===== src/rtl/if_pkg.sv =====
// ============================================================================
// Module      : if_pkg
// Description : Shared types and helpers for the instruction-fetch front end.
// Revision    : 1.0 - initial release
// ============================================================================
`default_nettype none

package if_pkg;

    localparam int XLEN    = 32;
    localparam int PC_STEP = 4;

    typedef struct packed {
        logic [XLEN-1:0] pc;
        logic [XLEN-1:0] instr;
    } fetch_entry_t;

    function automatic logic [XLEN-1:0] next_pc(input logic [XLEN-1:0] pc);
        return pc + XLEN'(PC_STEP);
    endfunction

endpackage

`default_nettype wire


===== src/rtl/if_fetch_fifo.sv =====
// ============================================================================
// Module      : if_fetch_fifo
// Description : Registered DEPTH-entry FIFO with flush, occupancy and push/pop.
// Revision    : 1.0 - initial release
// ============================================================================
`default_nettype none

module if_fetch_fifo
    import if_pkg::*;
#(
    parameter int  DEPTH = 4,
    parameter type T     = logic [XLEN-1:0]
) (
    input  logic                         clk,
    input  logic                         rst,
    input  logic                         flush_i,
    input  logic                         push_i,
    input  T                             push_data_i,
    input  logic                         pop_i,
    output T                             head_o,
    output logic                         empty_o,
    output logic                         full_o,
    output logic [$clog2(DEPTH+1)-1:0]   count_o
);

    localparam int AW = $clog2(DEPTH);
    localparam int CW = $clog2(DEPTH + 1);

    T               mem_q [DEPTH];
    logic [AW-1:0]  wr_ptr_q;
    logic [AW-1:0]  rd_ptr_q;
    logic [CW-1:0]  count_q;
    logic           w_push;
    logic           w_pop;

    assign empty_o = (count_q == '0);
    assign full_o  = (count_q == CW'(DEPTH));
    assign w_pop   = pop_i && !empty_o;
    // A full FIFO still takes a push when the head leaves in the same cycle.
    assign w_push  = push_i && (!full_o || w_pop);

    always_ff @(posedge clk or negedge rst) begin
        if (!rst) begin
            wr_ptr_q <= '0;
            rd_ptr_q <= '0;
            count_q  <= '0;
        end else if (flush_i) begin
            wr_ptr_q <= '0;
            rd_ptr_q <= '0;
            count_q  <= '0;
        end else begin
            if (w_push) wr_ptr_q <= wr_ptr_q + AW'(1);
            if (w_pop)  rd_ptr_q <= rd_ptr_q + AW'(1);
            count_q <= count_q + CW'(w_push) - CW'(w_pop);
        end
    end

    always_ff @(posedge clk) begin
        if (w_push && !flush_i) mem_q[wr_ptr_q] <= push_data_i;
    end

    assign head_o  = mem_q[rd_ptr_q];
    assign count_o = count_q;

endmodule

`default_nettype wire


===== src/rtl/if_fetch_unit.sv =====
// ============================================================================
// Module      : if_fetch_unit
// Description : Fetch PC owner, in-order imem requester and decode skid buffer.
//               Optional IF_FETCH_PERF_CNT_EN adds stall/drop counters.
// Revision    : 1.0 - initial release
// ============================================================================
`default_nettype none

module if_fetch_unit
    import if_pkg::*;
#(
    parameter int               WIDTH    = XLEN,
    parameter int               DEPTH    = 4,
    parameter logic [WIDTH-1:0] RESET_PC = '0
) (
    input  logic             clk,
    input  logic             rst,
    output logic             imem_req_valid,
    input  logic             imem_req_ready,
    output logic [WIDTH-1:0] imem_req_addr,
    input  logic             imem_rsp_valid,
    input  logic [WIDTH-1:0] imem_rsp_data,
    input  logic             redirect_valid,
    input  logic [WIDTH-1:0] redirect_pc,
    output logic             if_valid,
    input  logic             if_ready,
    output logic [WIDTH-1:0] if_pc,
    output logic [WIDTH-1:0] if_instr
`ifdef IF_FETCH_PERF_CNT_EN
    ,
    output logic [31:0]      perf_stall_cycles,
    output logic [31:0]      perf_dropped
`endif
);

    localparam int CW = $clog2(DEPTH + 1);

    logic [WIDTH-1:0] fetch_pc_q, fetch_pc_d;
    logic [CW-1:0]    outstanding_q, outstanding_d;
    logic [CW-1:0]    drop_cnt_q, drop_cnt_d;
    logic [1:0]       settle_q;

    logic             w_req_fire;
    logic             w_rsp_live;
    logic             w_rsp_keep;
    logic             w_rsp_drop;
    logic             w_pop;
    logic [CW:0]      w_inflight;
    logic [WIDTH-1:0] w_pcq_head;
    logic             w_pcq_empty, w_pcq_full;
    logic [CW-1:0]    w_pcq_count;
    fetch_entry_t     w_push_entry, w_head;
    logic             w_fifo_empty, w_fifo_full;
    logic [CW-1:0]    w_fifo_count;

    // Responses with nothing outstanding (e.g. leftovers from before a reset) are ignored.
    assign w_rsp_live = imem_rsp_valid && (outstanding_q != '0);
    assign w_rsp_drop = w_rsp_live && ((drop_cnt_q != '0) || redirect_valid);
    assign w_rsp_keep = w_rsp_live && (drop_cnt_q == '0) && !redirect_valid;

    assign w_inflight     = {1'b0, outstanding_q} + {1'b0, w_fifo_count};
    assign imem_req_valid = rst && !redirect_valid && (w_inflight < (CW+1)'(DEPTH));
    assign imem_req_addr  = fetch_pc_q;
    assign w_req_fire     = imem_req_valid && imem_req_ready;

    always_comb begin
        fetch_pc_d    = fetch_pc_q;
        outstanding_d = outstanding_q;
        drop_cnt_d    = drop_cnt_q;
        if (redirect_valid) begin
            // Everything still in flight after this cycle belongs to the old stream.
            fetch_pc_d    = redirect_pc & ~WIDTH'(3);
            outstanding_d = outstanding_q - CW'(w_rsp_live);
            drop_cnt_d    = outstanding_q - CW'(w_rsp_live);
        end else begin
            if (w_req_fire) fetch_pc_d = next_pc(fetch_pc_q);
            outstanding_d = outstanding_q + CW'(w_req_fire) - CW'(w_rsp_live);
            if (w_rsp_drop) drop_cnt_d = drop_cnt_q - CW'(1);
        end
    end

    always_ff @(posedge clk or negedge rst) begin
        if (!rst) begin
            fetch_pc_q    <= RESET_PC;
            outstanding_q <= '0;
            drop_cnt_q    <= '0;
            settle_q      <= '0;
        end else begin
            fetch_pc_q    <= fetch_pc_d;
            outstanding_q <= outstanding_d;
            drop_cnt_q    <= drop_cnt_d;
            if (settle_q != 2'd2) settle_q <= settle_q + 2'd1;
        end
    end

    if_fetch_fifo #(
        .DEPTH (DEPTH),
        .T     (logic [WIDTH-1:0])
    ) u_pc_queue (
        .clk         (clk),
        .rst         (rst),
        .flush_i     (redirect_valid),
        .push_i      (w_req_fire),
        .push_data_i (imem_req_addr),
        .pop_i       (w_rsp_keep),
        .head_o      (w_pcq_head),
        .empty_o     (w_pcq_empty),
        .full_o      (w_pcq_full),
        .count_o     (w_pcq_count)
    );

    assign w_push_entry.pc    = w_pcq_head;
    assign w_push_entry.instr = imem_rsp_data;
    assign w_pop              = if_valid && if_ready;

    if_fetch_fifo #(
        .DEPTH (DEPTH),
        .T     (fetch_entry_t)
    ) u_instr_fifo (
        .clk         (clk),
        .rst         (rst),
        .flush_i     (redirect_valid),
        .push_i      (w_rsp_keep),
        .push_data_i (w_push_entry),
        .pop_i       (w_pop),
        .head_o      (w_head),
        .empty_o     (w_fifo_empty),
        .full_o      (w_fifo_full),
        .count_o     (w_fifo_count)
    );

    assign if_valid = !w_fifo_empty;
    assign if_pc    = if_valid ? w_head.pc    : '0;
    assign if_instr = if_valid ? w_head.instr : '0;

`ifdef IF_FETCH_PERF_CNT_EN
    logic [31:0] perf_stall_q;
    logic [31:0] perf_drop_q;

    always_ff @(posedge clk or negedge rst) begin
        if (!rst) begin
            perf_stall_q <= '0;
            perf_drop_q  <= '0;
        end else begin
            if (if_valid && !if_ready && (perf_stall_q != '1)) perf_stall_q <= perf_stall_q + 32'd1;
            if (w_rsp_drop && (perf_drop_q != '1))             perf_drop_q  <= perf_drop_q + 32'd1;
        end
    end

    assign perf_stall_cycles = perf_stall_q;
    assign perf_dropped      = perf_drop_q;
`endif

    a_rsp_expected: assert property (@(posedge clk) disable iff (!rst)
        (settle_q == 2'd2) && imem_rsp_valid |-> (outstanding_q != '0));
    a_bounds: assert property (@(posedge clk) disable iff (!rst)
        (outstanding_q <= CW'(DEPTH)) && (drop_cnt_q <= outstanding_q));
    a_pcq_tracks: assert property (@(posedge clk) disable iff (!rst)
        w_pcq_count == (outstanding_q - drop_cnt_q));
    a_no_overflow: assert property (@(posedge clk) disable iff (!rst)
        !(w_fifo_full && w_rsp_keep && !w_pop) && !(w_pcq_full && w_req_fire)
        && !(w_rsp_keep && w_pcq_empty));

endmodule

`default_nettype wire

===== config.mk =====
export PLATFORM = sky130hd
export DESIGN_NAME = if_fetch_unit
export DESIGN_NICKNAME = d
export VERILOG_FILES = /design/src/rtl/if_pkg.sv /design/src/rtl/if_fetch_fifo.sv /design/src/rtl/if_fetch_unit.sv
export SDC_FILE = /design/constraint.sdc
export NUM_CORES = 1
export LEC_CHECK = 0
export ABC_AREA = 1
export BUFFER_PORTS_ARGS = -buffer_cell sky130_fd_sc_hd__buf_2
export CAP_MARGIN = 30
export CORE_ASPECT_RATIO = 1.5
export CORE_MARGIN = 2
export CORE_UTILIZATION = 24
export CTS_CLUSTER_DIAMETER = 200
export DETAILED_ROUTE_END_ITERATION = 16
export GPL_ROUTABILITY_DRIVEN = 0
export GPL_TIMING_DRIVEN = 0
export PLACE_DENSITY = 0.5
export SLEW_MARGIN = 25
export SYNTH_ARGS = -nofsm -noshare
export SYNTH_HDL_FRONTEND = slang
export SYNTH_HIERARCHICAL = 1
export SYNTH_SLANG_ARGS = --single-unit

===== constraint.sdc =====
create_clock -name clk -period 5.8 [get_ports clk]
set_clock_uncertainty 0.05 [all_clocks]
set_input_delay 1.16 -clock clk [delete_from_list [all_inputs] [get_ports clk]]
set_output_delay 1.16 -clock clk [all_outputs]
set_load 0.005 [all_outputs]

==> reports/summary.txt <==
Clk Tree Root Cell -> clkbuf_16
Total setup buffers inserted after CTS -> 0
Area Overhead vs Synth -> 22.6%
Switching power of the nets -> 1.78 mW
Reg2reg path depth -> 11
Max-cap viol count -> 0
Total track usage -> 13.2%
Clk Latency, worst-skew pair -> 0.57 ns
Reg2reg start -> u_instr_fifo/count_o[1]
Placed cells -> 2824
Layout Cells excl Fill -> 2906
Cell row count -> 124
Pin count of the biggest net entering global routing -> 52
Hold path cells -> 2
Worst reg2reg setup slack -> 2.14 ns
Critical Path RT -> 4.59 ns
Final hold vios -> 0
Crit-path max FO -> 10
Synth Area per Inst -> 11.4 µm²
Lkg Pwr -> 8.66 nW
CP startpoint kind -> register
Post-cts sizing count -> 0
Core Footprint -> 76200 µm²
Maximum VDD drop -> 0.189 mV
Hold_sp -> u_instr_fifo/wr_ptr_q[1]
Fin crit share -> 74.0%
Num ports -> 168
NumNets Final -> 1957
Proportion of layout cells with a drive suffix above 1 -> 17.4%
Pint -> 5.51 mW
Number of global-route vias before repair -> 12800
Die ar. -> 79200 µm²
Vias/cell -> 4.38
Post-route DRC -> 0
RSZ-0062 raised after global routing -> no
Endpoints failing setup -> 0
PortBufs -> 163
DP HPWL -> 37300 µm
Worst-path clk slew -> 0.06 ns
Worst Hold Class -> reg2reg
Crit end category -> output port
Hold-fix buffers, CTS -> 0
Antenna viol nets, final -> 0
Worst r2r dst -> u_instr_fifo/mem_q[0][28]
Initial Util -> 24.2%
Die Y -> 344 µm
Fin worst setup slack -> 1.51 ns
CTS buffer count -> 47
Total vias in the final route -> 12700
Place WS -> 1.28 ns
Comb pwr share -> 9.7%
Initial drt markers -> 732
Cells after Synth -> 1624
First-pass GRT wire length -> 78600 µm
Hold Crit Endpoint -> u_instr_fifo/wr_ptr_q[1]
Sw Ratio -> 24.4%
PwrDens -> 322 nW/µm²
Diodes inserted -> 0
Worst Max-Slew Pin Slew -> 0.951 ns
Status -> finished clean
Final WL -> 52500 µm
CTS Sinks -> 434
CTS tree -> yes
Sequential power share -> 50.4%
Synthesized cell area -> 18500 µm²
Clock buffer depth -> 3
Antenna violations before repair -> 4
Slew Viols, Final -> 0
Wire length per cell -> 18.1 µm
Min Clock Period, post-route -> 4.29 ns
Die width -> 230 µm
Slew margin rel. -> 36.6%
Total grt overflow -> 0
Maximum clock frequency -> 0.233 GHz
Htree depth -> 2
Ys Warns -> 6
Worst Setup Path Type -> reg2out
Share of total power in the clock network -> 39.9%
Worst EP arrival -> 3.08 ns
First drt pass iteration count -> 5
Utilization after layout -> 29.7%
[state kept, by name (all words and copies together) (netlist names), 3 cells and up]
name / cells
drop_cnt_q: 3
imem_req_addr: 30
outstanding_q: 3
u_instr_fifo/count_o: 3
u_instr_fifo/mem_q: 256
u_pc_queue/count_o: 3
u_pc_queue/mem_q: 128
[layout make-up]
| cell class | instances | area, µm² |
|---|---|---|
| clock buffer | 62 | 1270 |
| sequential | 434 | 12800 |
| timing repair buffer | 183 | 1330 |
| clock inverter | 20 | 205 |
| fill | 7799 | 53500 |
| inverter | 146 | 551 |
| tap | 1008 | 1260 |
| buffer | 82 | 538 |
| multi-input combinational | 971 | 4690 |
[cell usage in the layout (no fill, tap or decap), types with 3 or more instances in the layout]
master / n
xor2_1: 4
inv_1: 138
dfrtp_1: 50
conb_1: 10
ha_1: 19
clkinvlp_4: 3
clkbuf_2: 5
o21bai_1: 7
or2_2: 3
o21ai_1: 80
clkinv_2: 7
nor2_4: 12
buf_4: 14
xnor2_1: 5
buf_2: 179
bufinv_16: 4
nand2_2: 3
nor2_1: 309
fa_1: 3
clkinv_1: 8
inv_2: 4
nand2_1: 197
o21ai_0: 122
edfxtp_1: 384
buf_12: 3
o22ai_1: 96
nor2_2: 4
clkbuf_16: 49
buf_1: 3
clkbuf_1: 37
buf_6: 19
nand4_1: 9
nand3_1: 82
buf_16: 16
[worst max-delay path: stages, from the launching register on]
cell and delay (ns):
dfrtp_1 0.46, nor2_1 0.17, nand2_1 0.15, inv_1 0.19
clkbuf_1 0.74, clkbuf_1 0.46, nor2_1 0.18, buf_2 0.17
[power groups by stage]
stage / Clock [mW] / Sequential, mW / Combinational, mW
after floorplan: 0 / 3.68 / 0.394
after global placement: 0 / 3.73 / 0.696
after detailed placement: 0 / 3.73 / 0.731
after CTS: 2.99 / 3.67 / 0.733
after global routing: 3.10 / 3.68 / 0.811
final: 2.91 / 3.67 / 0.708
[how the worst max path moves through the flow]
stage                                endpoint  slack, ns  cells after the start                     from
finish                            if_instr[2]       1.51                      7  u_instr_fifo/count_o[1]
global route                     if_instr[24]       1.23                      7  u_instr_fifo/count_o[1]
CTS                              if_instr[24]       1.37                      7  u_instr_fifo/count_o[1]
detailed placement     u_pc_queue/mem_q[3][4]       1.28                      9           redirect_valid
global placement    u_instr_fifo/mem_q[3][25]      -3.48                      6           redirect_valid
floorplan            u_instr_fifo/mem_q[0][0]       0.09                      5           redirect_valid
[layer usage]
layer	up-vias	track usage, %	share of wire (%)
met1	6222	15.6	41
met4	0	3.95	2.6
li1	6113	-	-
met5	-	0	0
met2	319	24.6	53
met3	75	1.69	4.0
[through the flow]
step	setup TNS (ns)	total power, mW	instance area [µm²]	hold slack (ns)
floorplan	0	4.07	18500	0.470
global placement	-935.75	4.43	20600	0.486
detailed placement	0	4.46	21200	0.517
CTS	0	7.39	22600	0.531
global route	0	7.60	22600	0.551
finish	0	7.28	22600	0.526
Power figures use the tool's default switching activity.
